### src/rtl/ctrl_pkg.sv
// Shared constants for the multicycle control unit: ULA operation codes,
// FSM state encodings, instruction opcode/funct fields and datapath mux selects.
// Optional feature macro: EXCEPTION_EN adds the EXCEPT state.
package ctrl_pkg;

    // ULA operation codes shared with the ULA datapath
    localparam logic [3:0] ULA_ADD  = 4'd0;
    localparam logic [3:0] ULA_SUB  = 4'd1;
    localparam logic [3:0] ULA_AND  = 4'd2;
    localparam logic [3:0] ULA_OR   = 4'd3;
    localparam logic [3:0] ULA_XOR  = 4'd4;
    localparam logic [3:0] ULA_NOR  = 4'd5;
    localparam logic [3:0] ULA_SLT  = 4'd6;
    localparam logic [3:0] ULA_SLTU = 4'd7;
    localparam logic [3:0] ULA_SLL  = 4'd8;
    localparam logic [3:0] ULA_SRL  = 4'd9;
    localparam logic [3:0] ULA_SRA  = 4'd10;
    localparam logic [3:0] ULA_SLLV = 4'd11;
    localparam logic [3:0] ULA_SRLV = 4'd12;
    localparam logic [3:0] ULA_SRAV = 4'd13;
    localparam logic [3:0] ULA_JR   = 4'd14;

    typedef enum logic [3:0] {
        S_FETCH     = 4'd0,
        S_DECODE    = 4'd1,
        S_R_EXEC    = 4'd2,
        S_R_WB      = 4'd3,
        S_JR        = 4'd4,
        S_MEM_ADDR  = 4'd5,
        S_MEM_READ  = 4'd6,
        S_MEM_WB    = 4'd7,
        S_MEM_WRITE = 4'd8,
        S_BRANCH    = 4'd9,
        S_I_EXEC    = 4'd10,
        S_I_WB      = 4'd11,
        S_JUMP      = 4'd12,
        S_JAL       = 4'd13
`ifdef EXCEPTION_EN
        , S_EXCEPT  = 4'd14
`endif
    } state_e;

    // Primary opcodes (IR[31:26])
    localparam logic [5:0] OP_RTYPE = 6'h00;
    localparam logic [5:0] OP_J     = 6'h02;
    localparam logic [5:0] OP_JAL   = 6'h03;
    localparam logic [5:0] OP_BEQ   = 6'h04;
    localparam logic [5:0] OP_BNE   = 6'h05;
    localparam logic [5:0] OP_ADDI  = 6'h08;
    localparam logic [5:0] OP_SLTI  = 6'h0A;
    localparam logic [5:0] OP_ANDI  = 6'h0C;
    localparam logic [5:0] OP_ORI   = 6'h0D;
    localparam logic [5:0] OP_LW    = 6'h23;
    localparam logic [5:0] OP_SW    = 6'h2B;

    // R-type funct codes (IR[5:0])
    localparam logic [5:0] F_SLL  = 6'h00;
    localparam logic [5:0] F_SRL  = 6'h02;
    localparam logic [5:0] F_SRA  = 6'h03;
    localparam logic [5:0] F_SLLV = 6'h04;
    localparam logic [5:0] F_SRLV = 6'h06;
    localparam logic [5:0] F_SRAV = 6'h07;
    localparam logic [5:0] F_JR   = 6'h08;
    localparam logic [5:0] F_ADD  = 6'h20;
    localparam logic [5:0] F_ADDU = 6'h21;
    localparam logic [5:0] F_SUB  = 6'h22;
    localparam logic [5:0] F_SUBU = 6'h23;
    localparam logic [5:0] F_AND  = 6'h24;
    localparam logic [5:0] F_OR   = 6'h25;
    localparam logic [5:0] F_XOR  = 6'h26;
    localparam logic [5:0] F_NOR  = 6'h27;
    localparam logic [5:0] F_SLT  = 6'h2A;
    localparam logic [5:0] F_SLTU = 6'h2B;

    // Datapath mux selects
    localparam logic [1:0] SRCA_PC      = 2'd0;
    localparam logic [1:0] SRCA_A       = 2'd1;
    localparam logic [1:0] SRCA_SHAMT   = 2'd2;
    localparam logic [1:0] SRCB_B       = 2'd0;
    localparam logic [1:0] SRCB_FOUR    = 2'd1;
    localparam logic [1:0] SRCB_IMM     = 2'd2;
    localparam logic [1:0] SRCB_BRANCH  = 2'd3;
    localparam logic [1:0] PCSRC_ULA    = 2'd0;
    localparam logic [1:0] PCSRC_ALUOUT = 2'd1;
    localparam logic [1:0] PCSRC_JUMP   = 2'd2;
    localparam logic [1:0] PCSRC_EXC    = 2'd3;
    localparam logic [1:0] DST_RT       = 2'd0;
    localparam logic [1:0] DST_RD       = 2'd1;
    localparam logic [1:0] DST_RA       = 2'd2;
    localparam logic [1:0] M2R_ALUOUT   = 2'd0;
    localparam logic [1:0] M2R_MDR      = 2'd1;
    localparam logic [1:0] M2R_PC       = 2'd2;

endpackage

### src/rtl/ula_ctrl.sv
// R-type funct decoder: maps funct to ULA operation and operand-A source,
// and flags funct codes the core does not implement.
module ula_ctrl
    import ctrl_pkg::*;
(
    input  logic [5:0] funct_i,
    output logic [3:0] ula_op_o,
    output logic [1:0] src_a_o,
    output logic       valid_o
);

    // Funct lookup; unknown codes leave everything at zero and clear valid
    always_comb begin
        ula_op_o = ULA_ADD;
        src_a_o  = SRCA_PC;
        valid_o  = 1'b1;
        case (funct_i)
            F_ADD, F_ADDU: begin ula_op_o = ULA_ADD;  src_a_o = SRCA_A;     end
            F_SUB, F_SUBU: begin ula_op_o = ULA_SUB;  src_a_o = SRCA_A;     end
            F_AND:         begin ula_op_o = ULA_AND;  src_a_o = SRCA_A;     end
            F_OR:          begin ula_op_o = ULA_OR;   src_a_o = SRCA_A;     end
            F_XOR:         begin ula_op_o = ULA_XOR;  src_a_o = SRCA_A;     end
            F_NOR:         begin ula_op_o = ULA_NOR;  src_a_o = SRCA_A;     end
            F_SLT:         begin ula_op_o = ULA_SLT;  src_a_o = SRCA_A;     end
            F_SLTU:        begin ula_op_o = ULA_SLTU; src_a_o = SRCA_A;     end
            F_SLL:         begin ula_op_o = ULA_SLL;  src_a_o = SRCA_SHAMT; end
            F_SRL:         begin ula_op_o = ULA_SRL;  src_a_o = SRCA_SHAMT; end
            F_SRA:         begin ula_op_o = ULA_SRA;  src_a_o = SRCA_SHAMT; end
            F_SLLV:        begin ula_op_o = ULA_SLLV; src_a_o = SRCA_A;     end
            F_SRLV:        begin ula_op_o = ULA_SRLV; src_a_o = SRCA_A;     end
            F_SRAV:        begin ula_op_o = ULA_SRAV; src_a_o = SRCA_A;     end
            default:       valid_o = 1'b0;
        endcase
    end

endmodule

### src/rtl/ctrl_unit.sv
// Multicycle Moore control FSM for the MIPS-style core. Opcode/funct come
// from the held IR; zero_flag and mem_ready only gate pc_we/ir_we and
// transitions. Optional feature macro: EXCEPTION_EN routes unsupported
// instructions through EXCEPT (EPC write, jump to exception vector);
// without it they retire as NOPs and epc_we stays 0.
module ctrl_unit
    import ctrl_pkg::*;
(
    input  logic       clk,
    input  logic       reset_n,
    input  logic [5:0] opcode,
    input  logic [5:0] funct,
    input  logic       zero_flag,
    input  logic       mem_ready,
    output logic [3:0] ula_op,
    output logic [1:0] alu_src_a,
    output logic [1:0] alu_src_b,
    output logic       ext_zero,
    output logic       pc_we,
    output logic [1:0] pc_src,
    output logic       ir_we,
    output logic       mem_rd,
    output logic       mem_wr,
    output logic       iord,
    output logic       reg_we,
    output logic [1:0] reg_dst,
    output logic [1:0] mem_to_reg,
    output logic [3:0] state,
    output logic       epc_we
);

`ifdef EXCEPTION_EN
    localparam state_e S_ILLEGAL = S_EXCEPT;
`else
    localparam state_e S_ILLEGAL = S_FETCH;
`endif

    state_e     state_q, state_d;
    logic [3:0] r_ula_op;
    logic [1:0] r_src_a;
    logic       r_valid;

    ula_ctrl u_ula_ctrl (
        .funct_i  (funct),
        .ula_op_o (r_ula_op),
        .src_a_o  (r_src_a),
        .valid_o  (r_valid)
    );

    assign state = state_q;

    // State register; reset abandons any access in flight and restarts at FETCH
    always_ff @(posedge clk or negedge reset_n) begin
        if (!reset_n) state_q <= S_FETCH;
        else          state_q <= state_d;
    end

    // Next-state selection
    always_comb begin
        state_d = state_q;
        case (state_q)
            S_FETCH:     if (mem_ready) state_d = S_DECODE;
            S_DECODE: begin
                case (opcode)
                    OP_RTYPE:                      state_d = (funct == F_JR) ? S_JR : S_R_EXEC;
                    OP_LW, OP_SW:                  state_d = S_MEM_ADDR;
                    OP_BEQ, OP_BNE:                state_d = S_BRANCH;
                    OP_ADDI, OP_SLTI, OP_ANDI, OP_ORI: state_d = S_I_EXEC;
                    OP_J:                          state_d = S_JUMP;
                    OP_JAL:                        state_d = S_JAL;
                    default:                       state_d = S_ILLEGAL;
                endcase
            end
            S_R_EXEC:    state_d = r_valid ? S_R_WB : S_ILLEGAL;
            S_MEM_ADDR:  state_d = (opcode == OP_LW) ? S_MEM_READ : S_MEM_WRITE;
            S_MEM_READ:  if (mem_ready) state_d = S_MEM_WB;
            S_MEM_WRITE: if (mem_ready) state_d = S_FETCH;
            S_I_EXEC:    state_d = S_I_WB;
            default:     state_d = S_FETCH;
        endcase
    end

    // Output decode from registered state; write strobes and mem_rd forced low in reset
    always_comb begin
        ula_op     = ULA_ADD;
        alu_src_a  = SRCA_PC;
        alu_src_b  = SRCB_B;
        ext_zero   = 1'b0;
        pc_we      = 1'b0;
        pc_src     = PCSRC_ULA;
        ir_we      = 1'b0;
        mem_rd     = 1'b0;
        mem_wr     = 1'b0;
        iord       = 1'b0;
        reg_we     = 1'b0;
        reg_dst    = DST_RT;
        mem_to_reg = M2R_ALUOUT;
        epc_we     = 1'b0;
        case (state_q)
            S_FETCH: begin
                mem_rd    = 1'b1;
                ir_we     = mem_ready;
                alu_src_b = SRCB_FOUR;
                pc_we     = mem_ready;
            end
            S_DECODE:    alu_src_b = SRCB_BRANCH;
            S_R_EXEC: begin
                ula_op    = r_ula_op;
                alu_src_a = r_src_a;
            end
            S_R_WB: begin
                reg_dst = DST_RD;
                reg_we  = 1'b1;
            end
            S_JR: begin
                ula_op    = ULA_JR;
                alu_src_a = SRCA_A;
                pc_we     = 1'b1;
            end
            S_MEM_ADDR: begin
                alu_src_a = SRCA_A;
                alu_src_b = SRCB_IMM;
            end
            S_MEM_READ: begin
                mem_rd = 1'b1;
                iord   = 1'b1;
            end
            S_MEM_WB: begin
                mem_to_reg = M2R_MDR;
                reg_we     = 1'b1;
            end
            S_MEM_WRITE: begin
                mem_wr = 1'b1;
                iord   = 1'b1;
            end
            S_BRANCH: begin
                alu_src_a = SRCA_A;
                ula_op    = ULA_SUB;
                pc_src    = PCSRC_ALUOUT;
                pc_we     = (opcode == OP_BEQ) ? zero_flag : ~zero_flag;
            end
            S_I_EXEC: begin
                alu_src_a = SRCA_A;
                alu_src_b = SRCB_IMM;
                case (opcode)
                    OP_SLTI: ula_op = ULA_SLT;
                    OP_ANDI: begin ula_op = ULA_AND; ext_zero = 1'b1; end
                    OP_ORI:  begin ula_op = ULA_OR;  ext_zero = 1'b1; end
                    default: ula_op = ULA_ADD;
                endcase
            end
            S_I_WB:      reg_we = 1'b1;
            S_JUMP: begin
                pc_src = PCSRC_JUMP;
                pc_we  = 1'b1;
            end
            S_JAL: begin
                pc_src     = PCSRC_JUMP;
                pc_we      = 1'b1;
                reg_dst    = DST_RA;
                mem_to_reg = M2R_PC;
                reg_we     = 1'b1;
            end
`ifdef EXCEPTION_EN
            S_EXCEPT: begin
                epc_we = 1'b1;
                pc_src = PCSRC_EXC;
                pc_we  = 1'b1;
            end
`endif
            default: ;
        endcase
        if (!reset_n) begin
            pc_we  = 1'b0;
            ir_we  = 1'b0;
            reg_we = 1'b0;
            mem_wr = 1'b0;
            mem_rd = 1'b0;
            epc_we = 1'b0;
        end
    end

endmodule

### config.mk
export PLATFORM = sky130hd
export DESIGN_NAME = ctrl_unit
export DESIGN_NICKNAME = d
export VERILOG_FILES = /design/src/rtl/ctrl_pkg.sv /design/src/rtl/ula_ctrl.sv /design/src/rtl/ctrl_unit.sv
export SDC_FILE = /design/constraint.sdc
export NUM_CORES = 1
export LEC_CHECK = 0
export CORE_MARGIN = 3
export CORE_UTILIZATION = 45
export CTS_BUF_LIST = sky130_fd_sc_hd__clkbuf_8
export CTS_CLUSTER_DIAMETER = 40
export DETAILED_ROUTE_END_ITERATION = 10
export PLACE_DENSITY = 0.87
export SLEW_MARGIN = 20
export SYNTH_ARGS = -nofsm -noshare
export SYNTH_HDL_FRONTEND = slang
export SYNTH_HIERARCHICAL = 1
export SYNTH_SLANG_ARGS = --single-unit
### constraint.sdc
create_clock -name clk -period 3.7 [get_ports clk]
set_input_delay 0.74 -clock clk [delete_from_list [all_inputs] [get_ports clk]]
set_output_delay 0.74 -clock clk [all_outputs]
set_load 0.005 [all_outputs]
* After elaboration in Yosys (flattened, before gate mapping) *
Index checks and enable logic that the tools add are counted.
W data, S select, Z words.

storage, ports and cells
  register bits = 4
  bits of input ports = 16
  output and inout bits = 26

cells by class
  bitwise operators = 1
  reductions and logical operators = 19
  eq/ne operators = 42
  multiplexer cells = 32

operators with widths
  kind                  number
  $eq A6 B6 Y1 const B  12
  $pmux W4 S13          1
  $eq A6 B3 Y1 const B  5
  $eq A6 B4 Y1 const B  5
  $pmux W4 S7           1
  $eq A4 B4 Y1 const B  6
  $eq A6 B2 Y1 const B  4
  $pmux W4 S6           1
  $pmux W2 S2           5
  $eq A4 B3 Y1 const B  4
  $mux W4               4
  $pmux W4 S4           1
  $reduce_or A16 Y1     1
  $reduce_or A2 Y1      8
  $mux W1               14
  $reduce_or A13 Y1     1
  $logic_not A6 Y1      2
  $reduce_or A4 Y1      3
  $pmux W3 S3           1
  $eq A4 B2 Y1 const B  2
  $ne A2 B2 Y1 const B  3
  $pmux W2 S3           1
  $reduce_or A3 Y1      2
  $eq A4 B1 Y1 const B  1
  6 further kinds       6

* Depth between registers and ports, before layout *
  depth in word-level cells = 5
  depth in mapped cells = 6
  mapped depth without buffers = 6

* Cells and area by module *
Netlist, hierarchy kept.

modules (own cells, without submodules)
  module     seq. area each (um^2)  area an instance (um^2)  cells an instance  instances
  ctrl_unit  100.1                  703.2                    106                1
  ula_ctrl   0.0                    178.9                    27                 1

* Worst setup path after synthesis *
Ideal clock, no wire load.

  path kind = input to output
  start = input opcode[3]
  end = output ula_op[0]
  data arrival time = 1.554 ns
  required time = 2.960 ns
  path buffers = 1
  cell stages on the path = 4
  slack = 1.406 ns
  cell sequence = clkbuf_1 -> nand2b_1 -> nor4_2 -> a221o_1

on the way
  cells in the longest elaborated chain, start to end = 3

ends and longest elaborated chain
  element          line              source
  start, declared  ctrl_unit.sv:11   input logic [5:0] opcode,
  $eq A6 B4 Y1     ctrl_unit.sv:145  case (opcode)
  $pmux W3 S3 (*)  ctrl_unit.sv:145
  $pmux W4 S4 (*)  ctrl_unit.sv:99   case (state_q)
  end, declared    ctrl_unit.sv:15   output logic [3:0] ula_op,

Every way passes the cells marked *; elsewhere a longest branch is shown, timed or not.

* Worst setup path after layout *
  start = input opcode[0]
  end = output ula_op[1]

Same word-level chain as after synthesis.

==> out/qor.yml <==
diodes: 0
drc: 0
maxCapViolCount: 0
grt_first_pass_wirelength_um: 4864
cts_tree: "done"
final_area_um2: 1326
crit_arrival_ns: 2.70
ys_seq_elements: 4
async_flop_share_pct: 100.0
tightest_slew_ns: 0.5527
crit_path_end: "ula_op[1]"
grt_usage_pct: 24.69
synth_top_family_by_area: "simple AND/OR/NAND/NOR gates"
dpl_cell_area_um2: 1285
dp_hpwl_um: 2335
cts_buffers: 3
fmax_ghz: 0.2903
holdWs_ns: 0.7971
leakage_nw: 0.5164
dieArea_um2: 2528
wl_per_cell_um: 15.41
hold_path_class: "in2async"
final_cell_mix: "clkdlybuf4s50_1 (40), nor2_1 (17), a21oi_1 (12)"
place_ws_ns: 0.2601
cp_common_cell: "clkdlybuf4s50_1"
overflow: 0
antenna_found_initial: 0
crit_fanout: 8
clock_sinks: 4
ys_warn_count: 6
yosys.area_share.adder_pct: 0
largest_reg_flops: 4
clk_pin_slew_worst_paths_ns: 0.03
io_buffers: 40
synth_area_um2: 882.1
critPathLaunch: "opcode[0]"
cellPowerDensity_nw_per_um2: 291.3
ys.flop_type: "dfrtp_1"
synthMuxAreaShare_pct: 1.277
final_cells: 195
worstRegToRegCells: 4
area_growth_pct: 50.35
floorplan.initialDensity_pct: 49.47
synth.avg_cell_area_um2: 6.632
detail-route-antenna-nets: 0
period_needed_ns: 3.444
layout-drive-gt1-share_pct: 6.471
worstSkewPairLatency_ns: 0.21
cpPeakStageDelay_ns: 0.55
cp.required_ns: 2.96
synth_nets: 149
clock_path_buffers: 2
endpoint_kind: "primary output"
fp-row-count: 15
ctsHtreeMaxLevel: 1
status: "finished, final reports clean"
finalSetupTns_ns: 0
synthSimpleGateAreaFrac_pct: 44.40
fin_crit_sh_pct: 93.09
reg2reg_to: "state[1]"
cp_slowest_cell: "clkdlybuf4s50_1"
holdBufCountCts: 0
firstDrtPassIters: 4
seq_area_frac_synth_pct: 11.35
setup_viol: 0
clock-skew-final_ns: 0.002630
cts_resized: 0
pin_count: 42
grt_pass1_vias: 1080
ys_types: 51
rr_startpoint: "state[1]"
gp_congestion: 0.8646
synthXorXnorAreaFrac_pct: 1.986
final_common_cell: "clkdlybuf4s50_1"
syn_inst: 133
fp.coreArea_um2: 1783
root_buffer: "clkbuf_8"
synth_compound_area_share_pct: 32.62
die_y_um: 50.28
slew_violations: 0
timing.final.ws_setup_ns: 0.2558
r2r_slack_ns: 1.84
post_cts_buffers: 0
totalWireLength_um: 3004
cp-start-kind: "input pin"
dieWidth_um: 50.28
synth_edf_count: 0
grt_max_degree: 19
nets: 188
worstSetupPathType: "in2out"
crit_chain: "clkdlybuf4s50_1 > nor4_1 > nand3_1 > a21oi_1 > a211o_1 > clkdlybuf4s50_1"
avgViaCountPerCell: 5.918
slew-limit-headroom_pct: 63.16
drt_iter0_markers: 39
hold_violations: 0
rsz0062_at_grt: "false"
vias: 1154
peakVddDrop_mv: 0.3428
dp_cells: 192
## how the worst min path moves through the flow
stage | from | end | slack (ns) | depth (start not counted)
floorplan | reset_n | state[0] | 0.44 | 0
global placement | state[2] | state[2] | 0.80 | 2
detailed placement | state[0] | state[0] | 0.82 | 2
CTS | reset_n | state[0] | 0.79 | 1
global route | reset_n | state[0] | 0.80 | 1
finish | reset_n | state[0] | 0.80 | 1
## synthesized netlist by cell type, types with 3 or more instances
master / number / area, um^2
nand2b_1: 9 / 56.30
nand2_1: 10 / 37.54
a21oi_1: 12 / 60.06
nor4_1: 5 / 31.28
dfrtp_1: 4 / 100.1
a31oi_1: 3 / 18.77
nor2b_1: 6 / 37.54
nor2_1: 17 / 63.81
nor3_1: 4 / 20.02
inv_1: 6 / 22.52
clkbuf_1: 4 / 15.01
o21a_1: 3 / 22.52
## power by group
group	switching (mW)	internal [mW]	leakage [nW]
Sequential	0.0275	0.0517	0.0540
Clock	0.0207	0.0692	0.0216
Combinational	0.102	0.115	0.441
## critical path: cells and delay by family
| family | cells | cell delay (ns) |
|---|---|---|
| buf+inv | 2 | 1.04 |
| compound gates | 2 | 0.35 |
| simple gates | 2 | 0.57 |
## cells by family (layout without fill, tap and decap cells)
group / count (synthesis) / in the layout
flops: 4 / 4
compound gates: 40 / 40
other cells: 1 / 1
xor+xnor: 2 / 2
mux: 1 / 1
buf+inv: 15 / 52
simple gates: 70 / 70
## cell type report
class / count / area [um^2]
clock buffers: 3 / 41.29
inverters: 7 / 26.28
flip-flops and latches: 4 / 100.1
well taps: 25 / 31.28
fillers: 143 / 456.7
multi-input cells: 114 / 711.9
repair buffers: 42 / 415.4
## layer usage
layer  track usage (%)  share of wire (%)  vias up  wire length, um
met5                 0                  0        -                0
met4             13.82                2.0        0               60
met3             2.077                5.2        6              155
met2             44.57                 53       52             1598
met1             28.06                 40      535             1189
li1                  -                  -      561                -
## per-stage QoR
stage / power (mW) / util (%)
6_report: 0.3863 / 74.39
3_3_place_gp: 0.2902 / 72.07
2_1_floorplan: 0.1890 / -
4_1_cts: 0.3871 / 74.39
3_5_place_dp: 0.2936 / 72.07
5_1_grt: 0.4159 / 74.39
Power figures use the tool's default switching activity.
